<file path="src/rtl/csa_pkg.sv">
// rtl/csa_pkg.sv - shared widths and FSM state type for the csa_acc_seq accumulator
package csa_pkg;
    localparam int DATA_W = 16;
    localparam int CNT_W  = 8;

    typedef enum logic [1:0] {
        IDLE = 2'd0,
        ACC  = 2'd1,
        DONE = 2'd2
    } state_t;
endpackage

</file>
<file path="src/rtl/csa_acc_seq_if.sv">
// rtl/csa_acc_seq_if.sv - job/operand/result handshake bundle for csa_acc_seq
interface csa_acc_seq_if;
    import csa_pkg::*;

    logic              start;
    logic [CNT_W-1:0]  len;
    logic [DATA_W-1:0] bias;
    logic              in_valid;
    logic [DATA_W-1:0] in_data;
    logic              in_ready;
    logic              out_valid;
    logic              out_ready;
    logic [DATA_W-1:0] out_sum;
    logic              out_ovf;
    logic              busy;

    modport master (
        output start, len, bias, in_valid, in_data, out_ready,
        input  in_ready, out_valid, out_sum, out_ovf, busy
    );

    modport slave (
        input  start, len, bias, in_valid, in_data, out_ready,
        output in_ready, out_valid, out_sum, out_ovf, busy
    );
endinterface

</file>
<file path="src/rtl/csa_16b.sv">
// rtl/csa_16b.sv - 16-bit carry-select adder: {o_cout,o_sum} = i_a + i_b + i_cin
module csa_16b
    import csa_pkg::*;
(
    input  logic [DATA_W-1:0] i_a,
    input  logic [DATA_W-1:0] i_b,
    input  logic              i_cin,
    output logic [DATA_W-1:0] o_sum,
    output logic              o_cout
);
    localparam int H = DATA_W / 2;

    logic [H:0] w_lo;
    logic [H:0] w_hi0;
    logic [H:0] w_hi1;

    // Upper half is precomputed for both incoming carries; the low-half carry selects.
    assign w_lo  = {1'b0, i_a[H-1:0]} + {1'b0, i_b[H-1:0]} + {{H{1'b0}}, i_cin};
    assign w_hi0 = {1'b0, i_a[DATA_W-1:H]} + {1'b0, i_b[DATA_W-1:H]};
    assign w_hi1 = {1'b0, i_a[DATA_W-1:H]} + {1'b0, i_b[DATA_W-1:H]} + {{H{1'b0}}, 1'b1};

    assign o_sum[H-1:0]            = w_lo[H-1:0];
    assign {o_cout, o_sum[DATA_W-1:H]} = w_lo[H] ? w_hi1 : w_hi0;
endmodule

</file>
<file path="src/rtl/csa_acc_seq.sv">
// rtl/csa_acc_seq.sv - sequential accumulator job engine; CSA_ACC_SAT_EN enables saturation
module csa_acc_seq
    import csa_pkg::*;
(
    input  logic          clk,
    input  logic          rst,
    csa_acc_seq_if.slave  bus
);
    state_t            r_state;
    state_t            w_next;
    logic [DATA_W-1:0] r_acc;
    logic              r_ovf;
    logic [CNT_W-1:0]  r_cnt;

    logic              w_in_ready;
    logic              w_out_valid;
    logic              w_busy;
    logic              w_xfer;
    logic              w_load;
    logic [DATA_W-1:0] w_sum;
    logic              w_cout;

    csa_16b u_add (
        .i_a    (r_acc),
        .i_b    (bus.in_data),
        .i_cin  (1'b0),
        .o_sum  (w_sum),
        .o_cout (w_cout)
    );

    always_ff @(posedge clk) begin
        if (rst) begin
            r_state <= IDLE;
        end else begin
            r_state <= w_next;
        end
    end

    always_comb begin
        w_next      = r_state;
        w_in_ready  = 1'b0;
        w_out_valid = 1'b0;
        w_busy      = 1'b1;
        case (r_state)
            IDLE: begin
                w_busy = 1'b0;
                if (bus.start) begin
                    w_next = (bus.len != '0) ? ACC : DONE;
                end
            end
            ACC: begin
                w_in_ready = 1'b1;
                if (bus.in_valid && (r_cnt == CNT_W'(1))) begin
                    w_next = DONE;
                end
            end
            DONE: begin
                w_out_valid = 1'b1;
                if (bus.out_ready) begin
                    w_next = IDLE;
                end
            end
            default: begin
                w_next = IDLE;
            end
        endcase
    end

    assign w_load = (r_state == IDLE) && bus.start;
    assign w_xfer = w_in_ready && bus.in_valid;

    always_ff @(posedge clk) begin
        if (rst) begin
            r_acc <= '0;
            r_ovf <= 1'b0;
            r_cnt <= '0;
        end else if (w_load) begin
            r_acc <= bus.bias;
            r_ovf <= 1'b0;
            r_cnt <= bus.len;
        end else if (w_xfer) begin
`ifdef CSA_ACC_SAT_EN
            // Once pinned at all-ones every further operand carries out again, so it stays pinned.
            r_acc <= w_cout ? {DATA_W{1'b1}} : w_sum;
`else
            r_acc <= w_sum;
`endif
            r_ovf <= r_ovf | w_cout;
            if (r_cnt != '0) begin
                r_cnt <= r_cnt - CNT_W'(1);
            end
        end
    end

    assign bus.in_ready  = w_in_ready;
    assign bus.out_valid = w_out_valid;
    assign bus.busy      = w_busy;
    assign bus.out_sum   = r_acc;
    assign bus.out_ovf   = r_ovf;
endmodule

</file>
<file path="src/flat_wrapper.sv">
// flat-port wrapper written by rule: the top's interface ports become plain ports
module csa_acc_seq_flat import csa_pkg::*;
  (clk, rst, bus_start, bus_len, bus_bias, bus_in_valid, bus_in_data, bus_out_ready, bus_in_ready, bus_out_valid, bus_out_sum, bus_out_ovf, bus_busy);
  csa_acc_seq_if bus_i ();
  input  logic clk;
  input  logic rst;
  input wire logic [$bits(bus_i.start)-1:0] bus_start;
  input wire logic [$bits(bus_i.len)-1:0] bus_len;
  input wire logic [$bits(bus_i.bias)-1:0] bus_bias;
  input wire logic [$bits(bus_i.in_valid)-1:0] bus_in_valid;
  input wire logic [$bits(bus_i.in_data)-1:0] bus_in_data;
  input wire logic [$bits(bus_i.out_ready)-1:0] bus_out_ready;
  output wire logic [$bits(bus_i.in_ready)-1:0] bus_in_ready;
  output wire logic [$bits(bus_i.out_valid)-1:0] bus_out_valid;
  output wire logic [$bits(bus_i.out_sum)-1:0] bus_out_sum;
  output wire logic [$bits(bus_i.out_ovf)-1:0] bus_out_ovf;
  output wire logic [$bits(bus_i.busy)-1:0] bus_busy;
  assign bus_i.start = bus_start;
  assign bus_i.len = bus_len;
  assign bus_i.bias = bus_bias;
  assign bus_i.in_valid = bus_in_valid;
  assign bus_i.in_data = bus_in_data;
  assign bus_i.out_ready = bus_out_ready;
  assign bus_in_ready = bus_i.in_ready;
  assign bus_out_valid = bus_i.out_valid;
  assign bus_out_sum = bus_i.out_sum;
  assign bus_out_ovf = bus_i.out_ovf;
  assign bus_busy = bus_i.busy;
  csa_acc_seq u_core (.clk(clk), .rst(rst), .bus(bus_i));
endmodule
</file>
<file path="config.mk">
export PLATFORM = sky130hd
export DESIGN_NAME = csa_acc_seq_flat
export DESIGN_NICKNAME = d
export VERILOG_FILES = /design/src/rtl/csa_pkg.sv /design/src/rtl/csa_acc_seq_if.sv /design/src/rtl/csa_16b.sv /design/src/rtl/csa_acc_seq.sv /design/src/flat_wrapper.sv
export SDC_FILE = /design/constraint.sdc
export NUM_CORES = 1
export LEC_CHECK = 0
export CAP_MARGIN = 30
export CORE_MARGIN = 5
export CORE_UTILIZATION = 44
export CTS_BUF_LIST = sky130_fd_sc_hd__clkbuf_4 sky130_fd_sc_hd__clkbuf_8
export CTS_CLUSTER_DIAMETER = 60
export CTS_CLUSTER_SIZE = 24
export DETAILED_ROUTE_END_ITERATION = 8
export GPL_ROUTABILITY_DRIVEN = 0
export PLACE_DENSITY = 0.79
export SLEW_MARGIN = 20
export SYNTH_ARGS = -nofsm -noshare
export SYNTH_HDL_FRONTEND = slang
export SYNTH_SLANG_ARGS = --single-unit
export TNS_END_PERCENT = 30
</file>
<file path="constraint.sdc">
create_clock -name clk -period 2.8 [get_ports clk]
set_input_delay 0.7 -clock clk [delete_from_list [all_inputs] [get_ports clk]]
set_output_delay 0.7 -clock clk [all_outputs]
set_load 0.01 [all_outputs]
</file>
==> flow_summary.yaml, run 1 <==
global_route:
  grt_pass1_wl_um: 11000
  grt-ovfl-total: 0
  grt_max_degree: 26
  grt_pass1_vias: 2532
  grt_use_total: 0.212
  antenna_found_initial: 0
flow_run:
  max_cap_viol_count: 0
clocking:
  cts_buffer_depth: 2
  root_buffer: "clkbuf_8"
  cts_tree: "built"
  cts_max_level: 1
  cts.sinks: 27
  clk_pin_slew_ns: 0.10
  ctsHoldBuffers: 0
  clkLatencyLatePin_ns: 0.28
  cts_buffers: 3
pwr:
  combPwrFrac: 0.563
  ir_drop_mv: 0.305
  seq_power_share: 0.299
  switching_share: 0.384
  p_per_area_nw_per_um2: 495
  p_total_w: 0.00169
  pwr-share-clk: 0.138
  p_leak_nw: 1.39
  switching_power_w: 0.000651
  p_int_w: 0.00104
worst_setup_path:
  critPathMostFrequentCell: "buf_6"
  cp.required_ns: 2.97
  worst-path-buf-inv: 2
  start_kind: "input pin"
  critPathKind: "input pin to flip-flop"
  end_kind: "flip-flop"
  crit_family: "compound AO/OA/AOI/OAI gates"
  arrival_ns: 2.92
  slowest_delay_ns: 0.51
  cpMaxStageDelayCell: "or4b_4"
  worstPathCellList: "buf_6 -> ha_4 -> fa_2 -> a211o_1 -> nand3_2 -> nand4_1 -> or4b_4 -> buf_6 -> a2111oi_4 -> o31ai_1"
  path_max_fanout: 3
floorplan:
  initial_utilization: 0.452
  die_h_um: 79.4
  num_rows: 25
  ios: 65
  dieArea_um2: 6310
  die_w_um: 79.4
  coreArea_um2: 4690
synth:
  synth.largest_area_cell: "dfxtp_1"
  synth_seq_cells: 27
  synth_enable_flop_cells: 0
  postSynth.asyncResetShare: 0
  synth.avg_cell_area_um2: 7.82
  synth-main-ff-cell: "dfxtp_1"
  ys_top_cells_by_count: "nand2_1 (29), dfxtp_1 (27), nor2_1 (26)"
  synth_fp_nets: 337
  synth_area_leaders: "dfxtp_1 (26%), ha_1 (11%), o21ai_0 (5.4%), nand2_1 (5.1%), nor2_1 (4.6%)"
  synth_cells: 271
  ys.warnings.count: 0
  yosysTopAreaCellShare: 0.255
  synth.distinct_cells: 51
  ys_seq_area_frac: 0.255
  synth_area_um2: 2120
  yosysMostFrequentCell: "nand2_1"
timing:
  timing.fmax_mhz: 363
  holdWs_ns: 0.482
  setup_violations: 0
  skew_ns: 0.00436
  period_needed_ns: 2.75
  fin_ws_ns: 0.0490
  grt_setup_unrepaired: "true"
  worst_pin_slew_ns: 0.506
  slew_violations: 0
  slew_headroom: 0.660
  period_share: 0.983
  hold_viol: 0
drt:
  routed_wl_um: 6790
  wl_per_cell_um: 15.8
  drc: 0
  vias: 2451
  ant_nets: 0
  vias_per_cell: 5.69
  firstDrtPassIters: 4
  first_iter_violations: 113
finish:
  drive_gt1_frac: 0.233
  final_nets: 444
  seq_area_um2: 541
  multi_input_area_um2: 1720
  fillCellCount: 377
  design_area_um2: 3420
  diodes: 0
  syn_to_final_growth_pct: 61.4
placed_design:
  place_ws_ns: -0.550
  dp_hpwl_um: 4970
  place_area_um2: 3110
  io_buffers: 64
outcome:
  outcome: "finished, final reports clean"
hold_path:
  min_path_type: "flip-flop to flip-flop"
logic make-up (layout without fill, tap and decap cells):
family,after synthesis,count (layout),share of synthesized area
muxes,3,3,0.0142
DFF,27,27,0.255
and+or+nand+nor,92,92,0.205
buffers and inverters,19,125,0.0336
AOI/OAI and AO/OA,94,94,0.299
adders and majority gates,21,21,0.131
xor gates and xnor gates,15,15,0.0620
metal layers:
layer | part of all wire | vias to the layer above | track usage | wire length, um
met4 | 0.020 | 0 | 0.0584 | 138
met1 | 0.42 | 1136 | 0.252 | 2840
li1 | - | 1224 | - | -
met2 | 0.52 | 77 | 0.400 | 3550
met5 | 0 | - | 0 | 0
met3 | 0.039 | 14 | 0.0226 | 262
worst reg2reg max path, cell delays in order (launching register included):
cell	delay, ns
dfxtp_1	0.36
ha_4	0.18
fa_2	0.35
a211o_1	0.35
nand3_2	0.10
nand4_1	0.10
or4b_4	0.51
buf_6	0.14
a2111oi_4	0.30
o31ai_1	0.11
path summary, 6_finish.rpt:
| check | start | endpoint | slack (ns) | depth (start not counted) |
|---|---|---|---|---|
| setup / recovery | bus_in_data[8] | u_core.bus.out_ovf$_SDFFE_PP0P_ | 0.05 | 10 |
| hold / removal | u_core.r_cnt[6]$_SDFFE_PP0P_ | u_core.r_cnt[6]$_SDFFE_PP0P_ | 0.48 | 2 |
| setup reg to reg | u_core.bus.out_sum[8]$_SDFFE_PP0P_ | u_core.bus.out_ovf$_SDFFE_PP0P_ | 0.18 | 9 |
| hold reg to reg | u_core.r_cnt[6]$_SDFFE_PP0P_ | u_core.r_cnt[6]$_SDFFE_PP0P_ | 0.48 | 2 |
placed cells by master (no fill, tap or decap), types with 2 or more instances in the layout:
cell,Yosys,final
nand2_1,29,28
clkbuf_8,0,3
dfxtp_1,27,27
o32ai_1,2,2
ha_1,19,10
or3_1,2,2
nor4_1,3,2
and3_1,2,2
nand3_2,0,2
dlymetal6s2s_1,0,4
xnor2_1,8,7
xor2_1,7,6
o31ai_1,2,2
nand3_1,10,7
o21bai_1,2,2
nand2b_1,2,2
or2_2,4,4
o21ai_1,0,2
nor3_1,6,6
a22oi_1,5,5
buf_6,0,3
clkdlybuf4s50_1,0,53
a311oi_1,5,4
a31oi_1,3,3
dlygate4sd2_1,0,5
buf_4,0,47
o21ai_0,23,21
mux2i_1,3,3
ha_4,0,8
fa_2,0,2
nor2_1,26,26
a211oi_1,8,8
o22ai_1,2,2
inv_1,8,8
a21oi_1,19,18
o211ai_1,6,6
a21o_1,2,2
state kept, by name, indices dropped and copies added, names as in the netlist:
name	flops
u_core.bus.out_ovf	1
u_core.r_cnt	8
u_core.r_state	2
u_core.bus.out_sum	16
power by group through the flow:
stage	Sequential, W	Clock [W]	Combinational (W)
floorplan	0.000505	0	0.000481
global placement	0.000504	0	0.000825
detailed placement	0.000505	0	0.000848
CTS	0.000502	0.000238	0.000895
global route	0.000514	0.000252	0.00105
finish	0.000506	0.000234	0.000954
cell type report:
| class | count | share of cell area |
|---|---|---|
| multi-input cells | 225 | 0.501 |
| repair buffers | 113 | 0.298 |
| flip-flops and latches | 27 | 0.158 |
| well taps | 54 | 0.0198 |
| clock buffers | 3 | 0.0121 |
| inverters | 8 | 0.00878 |
| clock inverters | 1 | 0.00146 |
per-stage QoR:
| step | cells | setup TNS (ns) | util |
|---|---|---|---|
| final | 431 | 0 | 0.729 |
| after floorplan | 271 | -0.119 | - |
| after global placement | 420 | -2.26 | 0.663 |
| after detailed placement | 420 | -2.52 | 0.663 |
| after global routing | 431 | 0 | 0.729 |
| after CTS | 430 | 0 | 0.699 |
what timing repair did:
item	4_1_cts	5_1_grt
gates resized for setup	21	25
buffers inserted	6	1
cloned	0	0
endpoints found under the setup margin	4	5
pin swaps	13	15
No activity file was read; power rests on OpenSTA's default activity.
==> inputs of run 2 (changes only) <==
Settings changed: CORE_UTILIZATION 44 to 30, PLACE_DENSITY 0.79 to default.
==> flow_summary.yaml, run 2 (synthesis results as in run 1) <==
clocking:
  cts_tree: "built"
  cts_buffers: 3
  clk_pin_slew_ns: 0.10
  clkLatencyLatePin_ns: 0.28
  cts.sinks: 27
  cts_buffer_depth: 2
  cts_max_level: 1
  root_buffer: "clkbuf_8"
drt:
  wl_per_cell_um: 14.4
  firstDrtPassIters: 4
  routed_wl_um: 6740
  dr.max_layer_used: "met4"
  vias_per_cell: 5.08
  wl_met1_um: 3250
  vias: 2382
  first_iter_violations: 74
  wl_met2_um: 3130
  drc: 0
  met3WireLength_um: 273
  ant_nets: 0
global_route:
  grt_pass1_wl_um: 11000
  grt_use_total: 0.153
  antenna_found_initial: 0
  grt_max_degree: 26
  grt-ovfl-total: 0
  grt_pass1_vias: 2457
pwr:
  ir_drop_mv: 0.196
  p_total_w: 0.00165
  p_per_area_nw_per_um2: 491
  p_leak_nw: 1.33
worst_setup_path:
  start_kind: "input pin"
  rr_worst_depth: 9
  worstPathCellList: "clkdlybuf4s50_1 -> ha_4 -> nand3_4 -> o2111ai_2 -> xnor2_1 -> or4b_4 -> buf_6 -> a2111oi_4 -> o31ai_1"
  path_max_fanout: 5
  crit_family: "simple AND/OR/NAND/NOR gates"
  cpMaxStageDelayCell: "or4b_4"
  slowest_delay_ns: 0.53
  end_kind: "flip-flop"
  worst-path-buf-inv: 2
  critPathKind: "input pin to flip-flop"
  ff2ff_setup_slack_ns: 0.19
  arrival_ns: 2.95
  timing.rr.start: "u_core.bus.out_sum[8]$_SDFFE_PP0P_"
  cp.required_ns: 2.97
  rr_endpoint: "u_core.bus.out_ovf$_SDFFE_PP0P_"
timing:
  hold_viol: 0
  finalSetupTns_ns: 0
  period_share: 0.993
  period_needed_ns: 2.78
  holdWs_ns: 0.480
  grt_setup_unrepaired: "true"
  slew_violations: 0
  setup_violations: 0
  skew_ns: 0.00423
  slew_headroom: 0.682
  worst_pin_slew_ns: 0.473
  timing.fmax_mhz: 360
flow_run:
  max_cap_viol_count: 0
finish:
  drive_gt1_frac: 0.206
  largest_reg_flops: 16
  diodes: 0
  final_core_util: 0.493
  syn_to_final_growth_pct: 58.9
  fin_cells: 469
  layout_commonest_cell: "clkdlybuf4s50_1"
  final_cell_mix: "clkdlybuf4s50_1 (56), buf_4 (43), nand2_1 (29), dfxtp_1 (27), nor2_1 (26)"
  final_nets: 440
placed_design:
  dpl.cell_count: 459
  io_buffers: 64
  dp_hpwl_um: 5170
floorplan:
  die_w_um: 94.1
  dieArea_um2: 8850
  num_rows: 30
  initial_utilization: 0.310
  die_h_um: 94.1
  ios: 65
  coreArea_um2: 6830
hold_path:
  min_path_type: "flip-flop to flip-flop"
  min_path_cells: 2
  holdCritStartpoint: "u_core.r_cnt[1]$_SDFFE_PP0P_"
  hold_end: "u_core.r_cnt[1]$_SDFFE_PP0P_"
outcome:
  outcome: "finished, final reports clean"
run 2: changes by cell type in the layout (fill, tap and decap cells not counted), moves of 3 or more:
cell             change
buf_4                -4
clkdlybuf4s50_1      +3
dlymetal6s2s_1       -4
ha_1                 +4
ha_4                 -4
run 2: worst max path at each step:
stage	from	end	cells past startpoint
final	bus_in_data[12]	u_core.bus.out_ovf$_SDFFE_PP0P_	9
after CTS	bus_in_data[12]	u_core.bus.out_ovf$_SDFFE_PP0P_	8
after global placement	bus_in_data[8]	u_core.bus.out_ovf$_SDFFE_PP0P_	9
after global routing	bus_in_data[12]	u_core.bus.out_ovf$_SDFFE_PP0P_	9
after detailed placement	bus_in_data[8]	u_core.bus.out_sum[15]$_SDFFE_PP0P_	9
after floorplan	bus_in_data[8]	u_core.bus.out_ovf$_SDFFE_PP0P_	8
run 2: metal layers:
layer,up-vias,global-route usage
met4,0,0.0505
met3,9,0.0240
met1,1100,0.197
met5,-,0
met2,59,0.260
li1,1214,-
run 2: repair_timing:
action                     CTS  global route
resized for setup           26             9
setup endpoints to repair    5             4
hold buffers                 0             0
pin swaps                   19             9
buffers inserted             5             1
cloned                       0             0
run 2: final cells by class:
cell class              instances  area (um^2)
clock buffers                   4         48.8
fillers                       692         3460
inverters                       8         30.0
multi-input cells             225         1650
flip-flops and latches         27          541
well taps                      96          120
repair buffers                109          978
run 2: tightest hold or removal path, cell delays in order, from the launching register on:
cell     delay [ns]
dfxtp_1        0.34
nand2_1        0.06
a21oi_1        0.05
run 2: power breakdown:
group / internal [W] / switching (W) / total (W)
clock: 0.000112 / 0.000134 / 0.000246
sequential: 0.000441 / 0.0000606 / 0.000501
combinational: 0.000470 / 0.000436 / 0.000906
total: 0.00102 / 0.000630 / 0.00165
run 2: stage by stage:
stage	cell area [um^2]	setup WS [ns]
2_1_floorplan	2130	-0.0762
3_3_place_gp	3140	-0.533
3_5_place_dp	3140	-0.600
4_1_cts	3300	0.00451
5_1_grt	3370	-0.0306
6_report	3370	0.0203
==> inputs of run 3 (changes only) <==
Settings changed: MAX_ROUTING_LAYER from default to met4, REMOVE_ABC_BUFFERS from default to 1.
==> flow_summary.yaml, run 3 (synthesis results as in run 1) <==
finish:
  layout_commonest_cell: "clkdlybuf4s50_1"
  diodes: 0
  largest_reg_flops: 16
  drive_gt1_frac: 0.211
  final_nets: 442
  final_cell_mix: "clkdlybuf4s50_1 (54), buf_4 (47), nand2_1 (29), dfxtp_1 (27), nor2_1 (26)"
  fin_cells: 471
  fillCellCount: 697
  syn_to_final_growth_pct: 57.6
  design_area_um2: 3340
hold_path:
  min_path_type: "flip-flop to flip-flop"
flow_run:
  max_cap_viol_count: 0
timing:
  holdWs_ns: 0.479
  setup_violations: 0
  grt_setup_unrepaired: "false"
  worst_pin_slew_ns: 0.479
  slew_headroom: 0.677
  period_share: 0.965
  period_needed_ns: 2.70
  hold_viol: 0
  timing.fmax_mhz: 370
  slew_violations: 0
  skew_ns: 0.0108
global_route:
  grt_use_total: 0.156
  grt_pass1_vias: 2369
  grt-ovfl-total: 0
  grt_max_degree: 26
  antenna_found_initial: 0
  grt_pass1_wl_um: 10900
drt:
  vias_per_cell: 5.01
  drc: 0
  wl_per_cell_um: 14.0
  routed_wl_um: 6580
  firstDrtPassIters: 4
  ant_nets: 0
  first_iter_violations: 84
  vias: 2360
worst_setup_path:
  worstPathCellList: "clkdlybuf4s50_1 -> ha_1 -> a211oi_2 -> o211ai_2 -> nand4_1 -> or4b_4 -> o311a_1 -> o31ai_1"
  cp.required_ns: 3.01
  worst-path-buf-inv: 1
  crit_family: "compound AO/OA/AOI/OAI gates"
  cpMaxStageDelayCell: "or4b_4"
  path_max_fanout: 3
  arrival_ns: 2.91
  critPathKind: "input pin to flip-flop"
  start_kind: "input pin"
  end_kind: "flip-flop"
  slowest_delay_ns: 0.53
floorplan:
  num_rows: 30
  ios: 65
  dieArea_um2: 8850
  coreArea_um2: 6830
  die_w_um: 94.1
  die_h_um: 94.1
  initial_utilization: 0.310
pwr:
  pwr-share-clk: 0.146
  switching_share: 0.376
  combPwrFrac: 0.547
  p_total_w: 0.00163
  p_int_w: 0.00102
  switching_power_w: 0.000613
  p_per_area_nw_per_um2: 488
  ir_drop_mv: 0.310
  seq_power_share: 0.307
  p_leak_nw: 1.34
clocking:
  cts_buffer_depth: 2
  cts.sinks: 27
  root_buffer: "clkbuf_8"
  cts_tree: "built"
  clkLatencyLatePin_ns: 0.28
  clk_pin_slew_ns: 0.11
  cts_buffers: 3
  ctsHoldBuffers: 0
  cts_max_level: 1
placed_design:
  dp_hpwl_um: 5170
  dpl.cell_count: 464
  place_area_um2: 3170
  io_buffers: 64
outcome:
  outcome: "finished, final reports clean"
run 3: final timing paths:
check / start / endpoint / slack [ns] / cells after the start
max: bus_in_data[2] / u_core.bus.out_ovf$_SDFFE_PP0P_ / 0.1 / 8
min: u_core.r_cnt[1]$_SDFFE_PP0P_ / u_core.r_cnt[1]$_SDFFE_PP0P_ / 0.48 / 2
max reg2reg: u_core.bus.out_sum[8]$_SDFFE_PP0P_ / u_core.bus.out_ovf$_SDFFE_PP0P_ / 0.26 / 8
min reg2reg: u_core.r_cnt[1]$_SDFFE_PP0P_ / u_core.r_cnt[1]$_SDFFE_PP0P_ / 0.48 / 2
run 3: cell type report:
class	count	area (um^2)	area share
multi-input combinational	225	1620	0.485
timing repair buffer	111	981	0.294
sequential	27	541	0.162
tap	96	120	0.0360
clock buffer	3	41.3	0.0124
inverter	8	30.0	0.00899
clock inverter	1	7.51	0.00225
run 3: repair_timing:
item | in CTS | in global routing
endpoints found under the setup margin | 5 | 2
gates resized for setup | 27 | 5
buffers inserted | 3 | 0
pin swaps | 16 | 9
run 3: through the flow:
step                      setup slack, ns  utilization  TNS [ns]
after floorplan                    -0.138            -    -0.195
after global placement             -0.582        0.464     -2.75
after detailed placement           -0.651        0.464     -2.95
after CTS                         0.00165        0.484         0
after global routing              0.00518        0.489         0
final                              0.0968        0.489         0
run 3: power by group through the flow:
stage / logic (W) / clock network, W / registers, W
after floorplan: 0.000464 / 0 / 0.000505
after CTS: 0.000883 / 0.000246 / 0.000500
after global routing: 0.000994 / 0.000264 / 0.000512
after detailed placement: 0.000845 / 0 / 0.000505
final: 0.000892 / 0.000238 / 0.000501
after global placement: 0.000838 / 0 / 0.000503
run 3: worst reg2reg max path: stages, from the launching register on:
cell and delay [ns]:
dfxtp_1 0.36, ha_4 0.18, fa_2 0.36, a211o_1 0.32, nand3_2 0.08, nand4_1 0.11, or4b_4 0.53, o311a_1 0.34
o31ai_1 0.18
run 3: per-layer routing:
layer | vias to the layer above | wire length, um | GRT usage | share of wire
li1 | 1219 | - | - | -
met5 | - | 0 | - | 0
met3 | 10 | 259 | 0.0288 | 0.039
met4 | 0 | 125 | 0.0349 | 0.019
met2 | 55 | 3260 | 0.267 | 0.49
met1 | 1076 | 2940 | 0.190 | 0.45
